File: src/rtl/lcd_pkg.sv
// Shared types and constants for the HD44780-style character-LCD bus controller.
// Holds the FSM state encoding, the power-up init ROM and the command/status field map.
package lcd_pkg;

    typedef enum logic [2:0] {
        POWERUP,
        INIT,
        IDLE,
        SETUP,
        PULSE,
        HOLD,
        EXEC
    } lcd_state_e;

    // Power-up init sequence: 8-bit/2-line function set x3, display on, clear, entry mode.
    localparam int INIT_LEN = 6;
    localparam logic [INIT_LEN-1:0][7:0] INIT_ROM = {8'h06, 8'h01, 8'h0C, 8'h38, 8'h38, 8'h38};

    localparam int STAT_BUSY      = 0;
    localparam int STAT_PEND      = 1;
    localparam int STAT_OVF       = 2;
    localparam int STAT_INIT_DONE = 3;
    localparam int STAT_ON        = 31;

    localparam int CW_ON       = 31;
    localparam int CW_RS       = 9;
    localparam int CW_DATA_LSB = 0;
    localparam int CW_DATA_W   = 8;

    function automatic int max2(input int a, input int b);
        return (a > b) ? a : b;
    endfunction

    // Clear display (0x01) and return home (0x02/0x03) need the long execution wait.
    function automatic logic is_long_cmd(input logic rs, input logic [7:0] data);
        return !rs && ((data[7:1] == 7'b0000000) || (data[7:1] == 7'b0000001));
    endfunction

endpackage

File: src/rtl/lcd_delay_timer.sv
// Load-and-count-down delay timer shared by every timed controller state.
// A load of N-1 makes o_done rise N cycles after the load, so a value of 0 gives a one-cycle state.
module lcd_delay_timer #(
    parameter int               WIDTH       = 8,
    parameter logic [WIDTH-1:0] RESET_VALUE = '0
) (
    input  logic             i_clk,
    input  logic             i_reset_n,
    input  logic             i_load,
    input  logic [WIDTH-1:0] i_value,
    output logic             o_done
);

    logic [WIDTH-1:0] r_count;

    // NOTE: sequential state uses non-blocking assignments so every register samples pre-edge values.
    always_ff @(posedge i_clk or negedge i_reset_n) begin
        if (!i_reset_n) begin
            r_count <= RESET_VALUE;
        end else if (i_load) begin
            r_count <= i_value;
        end else if (r_count != '0) begin
            r_count <= r_count - WIDTH'(1);
        end
    end

    assign o_done = (r_count == '0);

endmodule

File: src/rtl/lcd_ctrl.sv
// Character-LCD bus controller: power-up init, then one timed bus cycle per LSU command word,
// with a one-entry pending buffer, sticky overflow flag and a pollable status word.
module lcd_ctrl
    import lcd_pkg::*;
#(
    parameter int T_POWERUP   = 750000,
    parameter int T_SETUP     = 3,
    parameter int T_PULSE     = 12,
    parameter int T_HOLD      = 2,
    parameter int T_EXEC      = 2000,
    parameter int T_EXEC_LONG = 82000
) (
    input  logic        i_clk,
    input  logic        i_reset_n,
    input  logic        i_cmd_valid,
    input  logic [31:0] i_cmd_word,
    input  logic        i_clr_ovf,
    output logic        o_busy,
    output logic [31:0] o_status,
    output logic        o_lcd_on,
    output logic        o_lcd_en,
    output logic        o_lcd_rs,
    output logic        o_lcd_rw,
    output logic [7:0]  o_lcd_data
);

    localparam int T_MAX = max2(max2(max2(T_POWERUP, T_SETUP), max2(T_PULSE, T_HOLD)),
                                max2(T_EXEC, T_EXEC_LONG));
    localparam int W = (T_MAX > 1) ? $clog2(T_MAX) : 1;

    localparam logic [W-1:0] LD_POWERUP   = W'(T_POWERUP - 1);
    localparam logic [W-1:0] LD_SETUP     = W'(T_SETUP - 1);
    localparam logic [W-1:0] LD_PULSE     = W'(T_PULSE - 1);
    localparam logic [W-1:0] LD_HOLD      = W'(T_HOLD - 1);
    localparam logic [W-1:0] LD_EXEC      = W'(T_EXEC - 1);
    localparam logic [W-1:0] LD_EXEC_LONG = W'(T_EXEC_LONG - 1);

    lcd_state_e       r_state;
    logic [2:0]       r_init_idx;
    logic             r_rs;
    logic [7:0]       r_data;
    logic             r_pend_vld;
    logic             r_pend_rs;
    logic [7:0]       r_pend_data;
    logic             r_ovf;
    logic             r_init_done;
    logic             r_on;
    logic             r_en;
    logic             r_busy;

    logic             w_done;
    logic             w_load;
    logic [W-1:0]     w_value;
    logic             w_init_more;
    logic             w_exec_exit;
    logic             w_take_pend;
    logic             w_direct;
    logic             w_to_pend;
    logic             w_drop;
    logic             w_cmd_rs;
    logic [7:0]       w_cmd_data;
    logic [31:0]      w_status;
    logic             w_unused_bits;

    assign w_cmd_rs      = i_cmd_word[CW_RS];
    assign w_cmd_data    = i_cmd_word[CW_DATA_LSB +: CW_DATA_W];
    assign w_unused_bits = ^{i_cmd_word[30:10], i_cmd_word[8]};

    assign w_init_more = (r_init_idx < 3'(INIT_LEN));
    assign w_exec_exit = (r_state == EXEC) && w_done;
    assign w_take_pend = w_exec_exit && !w_init_more && r_pend_vld;
    // A word arriving as the last EXEC ends with nothing pending starts directly, like from IDLE.
    assign w_direct    = i_cmd_valid &&
                         ((r_state == IDLE) || (w_exec_exit && !w_init_more && !r_pend_vld));
    assign w_to_pend   = i_cmd_valid && !w_direct && (!r_pend_vld || w_take_pend);
    assign w_drop      = i_cmd_valid && !w_direct && !w_to_pend;

    lcd_delay_timer #(
        .WIDTH       (W),
        .RESET_VALUE (LD_POWERUP)
    ) u_timer (
        .i_clk     (i_clk),
        .i_reset_n (i_reset_n),
        .i_load    (w_load),
        .i_value   (w_value),
        .o_done    (w_done)
    );

    // NOTE: every always_comb output gets a default first so no path can infer a latch.
    always_comb begin
        w_load  = 1'b0;
        w_value = '0;
        case (r_state)
            INIT: begin
                w_load  = 1'b1;
                w_value = LD_SETUP;
            end
            IDLE: begin
                w_load  = i_cmd_valid;
                w_value = LD_SETUP;
            end
            SETUP: begin
                w_load  = w_done;
                w_value = LD_PULSE;
            end
            PULSE: begin
                w_load  = w_done;
                w_value = LD_HOLD;
            end
            HOLD: begin
                w_load  = w_done;
                w_value = is_long_cmd(r_rs, r_data) ? LD_EXEC_LONG : LD_EXEC;
            end
            EXEC: begin
                w_load  = w_take_pend || w_direct;
                w_value = LD_SETUP;
            end
            default: ;
        endcase
    end

    always_ff @(posedge i_clk or negedge i_reset_n) begin
        if (!i_reset_n) begin
            r_state     <= POWERUP;
            r_init_idx  <= '0;
            r_rs        <= 1'b0;
            r_data      <= '0;
            r_pend_vld  <= 1'b0;
            r_pend_rs   <= 1'b0;
            r_pend_data <= '0;
            r_ovf       <= 1'b0;
            r_init_done <= 1'b0;
            r_on        <= 1'b0;
            r_en        <= 1'b0;
            r_busy      <= 1'b0;
        end else begin
            r_busy <= 1'b1;
            r_en   <= 1'b0;
            case (r_state)
                POWERUP: if (w_done) r_state <= INIT;
                INIT: begin
                    r_rs       <= 1'b0;
                    r_data     <= INIT_ROM[r_init_idx];
                    r_init_idx <= r_init_idx + 3'd1;
                    r_state    <= SETUP;
                end
                IDLE: begin
                    if (i_cmd_valid) begin
                        r_rs    <= w_cmd_rs;
                        r_data  <= w_cmd_data;
                        r_state <= SETUP;
                    end else begin
                        r_busy <= 1'b0;
                    end
                end
                SETUP: begin
                    if (w_done) begin
                        r_state <= PULSE;
                        r_en    <= 1'b1;
                    end
                end
                PULSE: begin
                    if (w_done) r_state <= HOLD;
                    else        r_en    <= 1'b1;
                end
                HOLD: if (w_done) r_state <= EXEC;
                EXEC: begin
                    if (w_done) begin
                        if (w_init_more) begin
                            r_state <= INIT;
                        end else begin
                            r_init_done <= 1'b1;
                            if (r_pend_vld) begin
                                r_rs    <= r_pend_rs;
                                r_data  <= r_pend_data;
                                r_state <= SETUP;
                            end else if (i_cmd_valid) begin
                                r_rs    <= w_cmd_rs;
                                r_data  <= w_cmd_data;
                                r_state <= SETUP;
                            end else begin
                                r_state <= IDLE;
                                r_busy  <= 1'b0;
                            end
                        end
                    end
                end
                default: r_state <= POWERUP;
            endcase

            if (w_to_pend) begin
                r_pend_vld  <= 1'b1;
                r_pend_rs   <= w_cmd_rs;
                r_pend_data <= w_cmd_data;
            end else if (w_take_pend) begin
                r_pend_vld  <= 1'b0;
            end

            if (w_drop)         r_ovf <= 1'b1;
            else if (i_clr_ovf) r_ovf <= 1'b0;

            if (i_cmd_valid && !w_drop) r_on <= i_cmd_word[CW_ON];
        end
    end

    always_comb begin
        w_status                 = '0;
        w_status[STAT_BUSY]      = r_busy;
        w_status[STAT_PEND]      = r_pend_vld;
        w_status[STAT_OVF]       = r_ovf;
        w_status[STAT_INIT_DONE] = r_init_done;
        w_status[STAT_ON]        = r_on;
    end

    assign o_status   = w_status;
    assign o_busy     = r_busy;
    assign o_lcd_on   = r_on;
    assign o_lcd_en   = r_en;
    assign o_lcd_rs   = r_rs;
    assign o_lcd_rw   = 1'b0;
    assign o_lcd_data = r_data;

endmodule

File: config.mk
export PLATFORM = sky130hd
export DESIGN_NAME = lcd_ctrl
export DESIGN_NICKNAME = d
export VERILOG_FILES = /design/src/rtl/lcd_pkg.sv /design/src/rtl/lcd_delay_timer.sv /design/src/rtl/lcd_ctrl.sv
export SDC_FILE = /design/constraint.sdc
export NUM_CORES = 1
export LEC_CHECK = 0
export BUFFER_PORTS_ARGS = -buffer_cell sky130_fd_sc_hd__buf_2
export CORE_MARGIN = 2
export CORE_UTILIZATION = 57
export CTS_BUF_LIST = sky130_fd_sc_hd__clkbuf_16
export CTS_CLUSTER_DIAMETER = 30
export CTS_CLUSTER_SIZE = 12
export DETAILED_ROUTE_END_ITERATION = 10
export GPL_ROUTABILITY_DRIVEN = 1
export GPL_TIMING_DRIVEN = 0
export HOLD_SLACK_MARGIN = 0.12
export PLACE_DENSITY = 0.82
export SYNTH_ARGS = -nofsm -noshare
export SYNTH_HDL_FRONTEND = slang
export SYNTH_SLANG_ARGS = --single-unit
export TNS_END_PERCENT = 1
File: constraint.sdc
create_clock -name i_clk -period 4.1 [get_ports i_clk]
set_input_delay 0.41 -clock i_clk [delete_from_list [all_inputs] [get_ports i_clk]]
set_output_delay 0.41 -clock i_clk [all_outputs]
set_load 0.01 [all_outputs]
==> impl_metrics.tcl <==
set metrics [dict create \
    outcome "finished, final reports clean" \
    grt_setup_unrepaired "false" \
    cts_tree "done" \
    placed_area_mm2 0.00332 \
    crit_path_start_kind "flop" \
    tns_ns 0 \
    holdWs_ns 0.326 \
    grt_pass1_vias 2172 \
    synthCells 307 \
    num_rows 26 \
    dieHeight_um 76.4 \
    fin_area_mm2 0.00351 \
    total_power_mw 1.07 \
    cts-root-buf "clkbuf_16" \
    synth.cell_area_mm2 0.00299 \
    layout_commonest_cell "dfrtp_1" \
    min_period_ns 2.55 \
    slew_headroom_pct 27.2 \
    async_flop_share_pct 100 \
    finClkSkew_ns 0.00363 \
    ios 81 \
    cpPeakStageDelay_ns 0.56 \
    ys_seq_area_share_pct 42.5 \
    initial_utilization_pct 58.8 \
    vias 2426 \
    power_per_cell_area_mw_per_mm2 306 \
    ctsHoldBuffers 0 \
    p_leak_nw 1.63 \
    ys.flop_type "dfrtp_1" \
    drive_gt1_share_pct 29.9 \
    ys_types 56 \
    drv_slew 0 \
    design.core.area_mm2 0.00507 \
    finalHoldViolations 0 \
    antenna_left 0 \
    cp.arrival_ns 2.72 \
    postCtsSetupBuffers 0 \
    crit_path_end_kind "flop" \
    setup_viol 0 \
    crit_path_max_fanout 7 \
    grt_overflow 0 \
    ir_drop_v 0.000191 \
    areaGrowthSynthToFinish_pct 17.5 \
    yosys_register_bits 50 \
    antenna_found_initial 0 \
    wl_per_cell_um 14.4 \
    ys_warn_count 0 \
    critical_path_class "reg2reg" \
    io_buffer_count 29 \
    wirelength_mm 6.37 \
    drc 0 \
    cts.sinks 50 \
    cts.path.max_buffers 2 \
    worstPathRequired_ns 4.27 \
    fp.dieW_um 76.4 \
    timing.fmax_mhz 392 \
    synth-edff-count 0 \
    hold_path_class "in2async" \
    drtIter0Drc 235 \
    worstPathCellList "inv_1 -> ha_1 -> nor3b_1 -> and3_2 -> a31oi_1 -> nand2_1 -> mux2_2" \
    crit_slowest_cell "dfstp_2" \
    hpwlAfterDp_mm 4.52 \
    avgSynthCellArea_um2 9.72 \
    worst_pin_slew_ns 1.09 \
    path_clk_slew_ns 0.06 \
    period_share_pct 62.2 \
    antenna_cells 0 \
    place_congestion 0.891 \
    cts_made_buffers 5 \
    cts_resized 0 \
    layout_common_cells "37 x dfrtp_1, 34 x buf_4, 33 x buf_2" \
    insertion_delay_ns 0.29 \
    drv_cap 0 \
    die_area_mm2 0.00583 \
    r2r_cells 7 \
    grt_usage_pct 22.1 \
    grt_pass1_wl_mm 10.4 \
    dr.pass1.iters 4 \
    grt_start_max_net_pins 51 \
    vias_per_cell 5.50 \
    fin_nets 410 \
    h-tree-depth 2 \
]
==> cell families (layout without fill, tap and decap cells) <==
group | after synthesis | after routing | synth area share [%]
AOI/OAI and AO/OA | 79 | 79 | 18.1
xor gates and xnor gates | 14 | 14 | 4.11
adders and majority gates | 4 | 4 | 1.68
buffers and inverters | 52 | 89 | 11.7
DFF | 50 | 50 | 42.5
muxes | 12 | 12 | 4.44
other | 1 | 28 | 0.126
and+or+nand+nor | 95 | 95 | 17.4
==> cell usage after synthesis (3+ instances only) <==
cell | n | share of area, %
mux2_2 | 10 | 3.8
o211ai_1 | 3 | 0.75
dfrtp_1 | 37 | 31
xnor2_1 | 11 | 3.2
nand3_1 | 9 | 1.5
ha_1 | 4 | 1.7
buf_4 | 34 | 8.5
nor3b_1 | 3 | 0.75
o21ai_0 | 20 | 3.4
a21oi_1 | 16 | 2.7
buf_6 | 3 | 1.1
a22o_1 | 5 | 1.5
xor2_1 | 3 | 0.88
nor4_1 | 4 | 0.84
nor3_1 | 5 | 0.84
dfstp_2 | 13 | 11
nand2_1 | 23 | 2.9
a311oi_1 | 3 | 0.88
o2bb2ai_1 | 5 | 1.5
inv_1 | 6 | 0.75
a211oi_1 | 4 | 1.0
nor2_1 | 22 | 2.8
or3_1 | 3 | 0.63
clkbuf_1 | 5 | 0.63
o31ai_1 | 6 | 1.5
and3_1 | 8 | 1.7
buf_2 | 4 | 0.67
==> registers in the layout, summed over array words and instances, names as in the netlist, 3 cells and up <==
name             cells
r_state              3
o_lcd_data           8
r_pend_data          8
r_init_idx           3
u_timer.r_count     20
==> worst paths after layout <==
kind	from	to	slack (ns)
worst min-delay path	i_reset_n	u_timer.r_count[4]	0.33
worst min register to register	r_init_done	r_init_done	0.49
max in group asynchronous	i_reset_n	o_lcd_data[6]	3.10
worst max-delay path	u_timer.r_count[0]	o_lcd_data[0]	1.55
worst max register to register	u_timer.r_count[0]	o_lcd_data[0]	1.55
min in group i_clk	i_cmd_word[31]	o_lcd_on	0.36
==> metrics by stage <==
step                      cells  worst slack (ns)  util, %
after global placement      433              1.61     65.4
after global routing        441              1.39     69.1
after floorplan             334              2.00        -
after CTS                   441              1.57     69.1
after detailed placement    433              1.60     65.4
final                       441              1.55     69.1
==> layout make-up <==
| type | instances | area (um^2) |
|---|---|---|
| repair buffers | 29 | 145 |
| plain buffers | 46 | 328 |
| fillers | 417 | 1570 |
| well taps | 70 | 87.6 |
| inverters | 6 | 22.5 |
| multi-input cells | 232 | 1470 |
| clock buffers | 5 | 125 |
| clock inverters | 3 | 63.8 |
| flip-flops and latches | 50 | 1270 |
==> report_power, final <==
part / internal (mW) / switching [mW] / leakage [nW] / total [mW]
logic: 0.0274 / 0.0321 / 0.942 / 0.0595
registers: 0.496 / 0.00105 / 0.593 / 0.497
clock network: 0.347 / 0.171 / 0.0915 / 0.518
total: 0.870 / 0.204 / 1.63 / 1.07
==> per-layer routing <==
layer	GRT usage [%]	vias up	share of wire [%]	routed length [um]
li1	-	1171	-	-
met1	29.4	1154	44	2790
met2	36.5	94	48	3090
met3	4.50	7	6.6	421
met4	6.73	0	1.1	70
met5	0	-	0	0
==> worst max-delay path: cells and delay by family (launching register included) <==
kind | cells | cell delay, ns
fa+ha+maj | 1 | 0.21
mux | 1 | 0.34
flops | 1 | 0.56
buf+inv | 1 | 0.09
compound gates | 1 | 0.53
simple gates | 3 | 0.71
(Power assumes the default switching activity.)
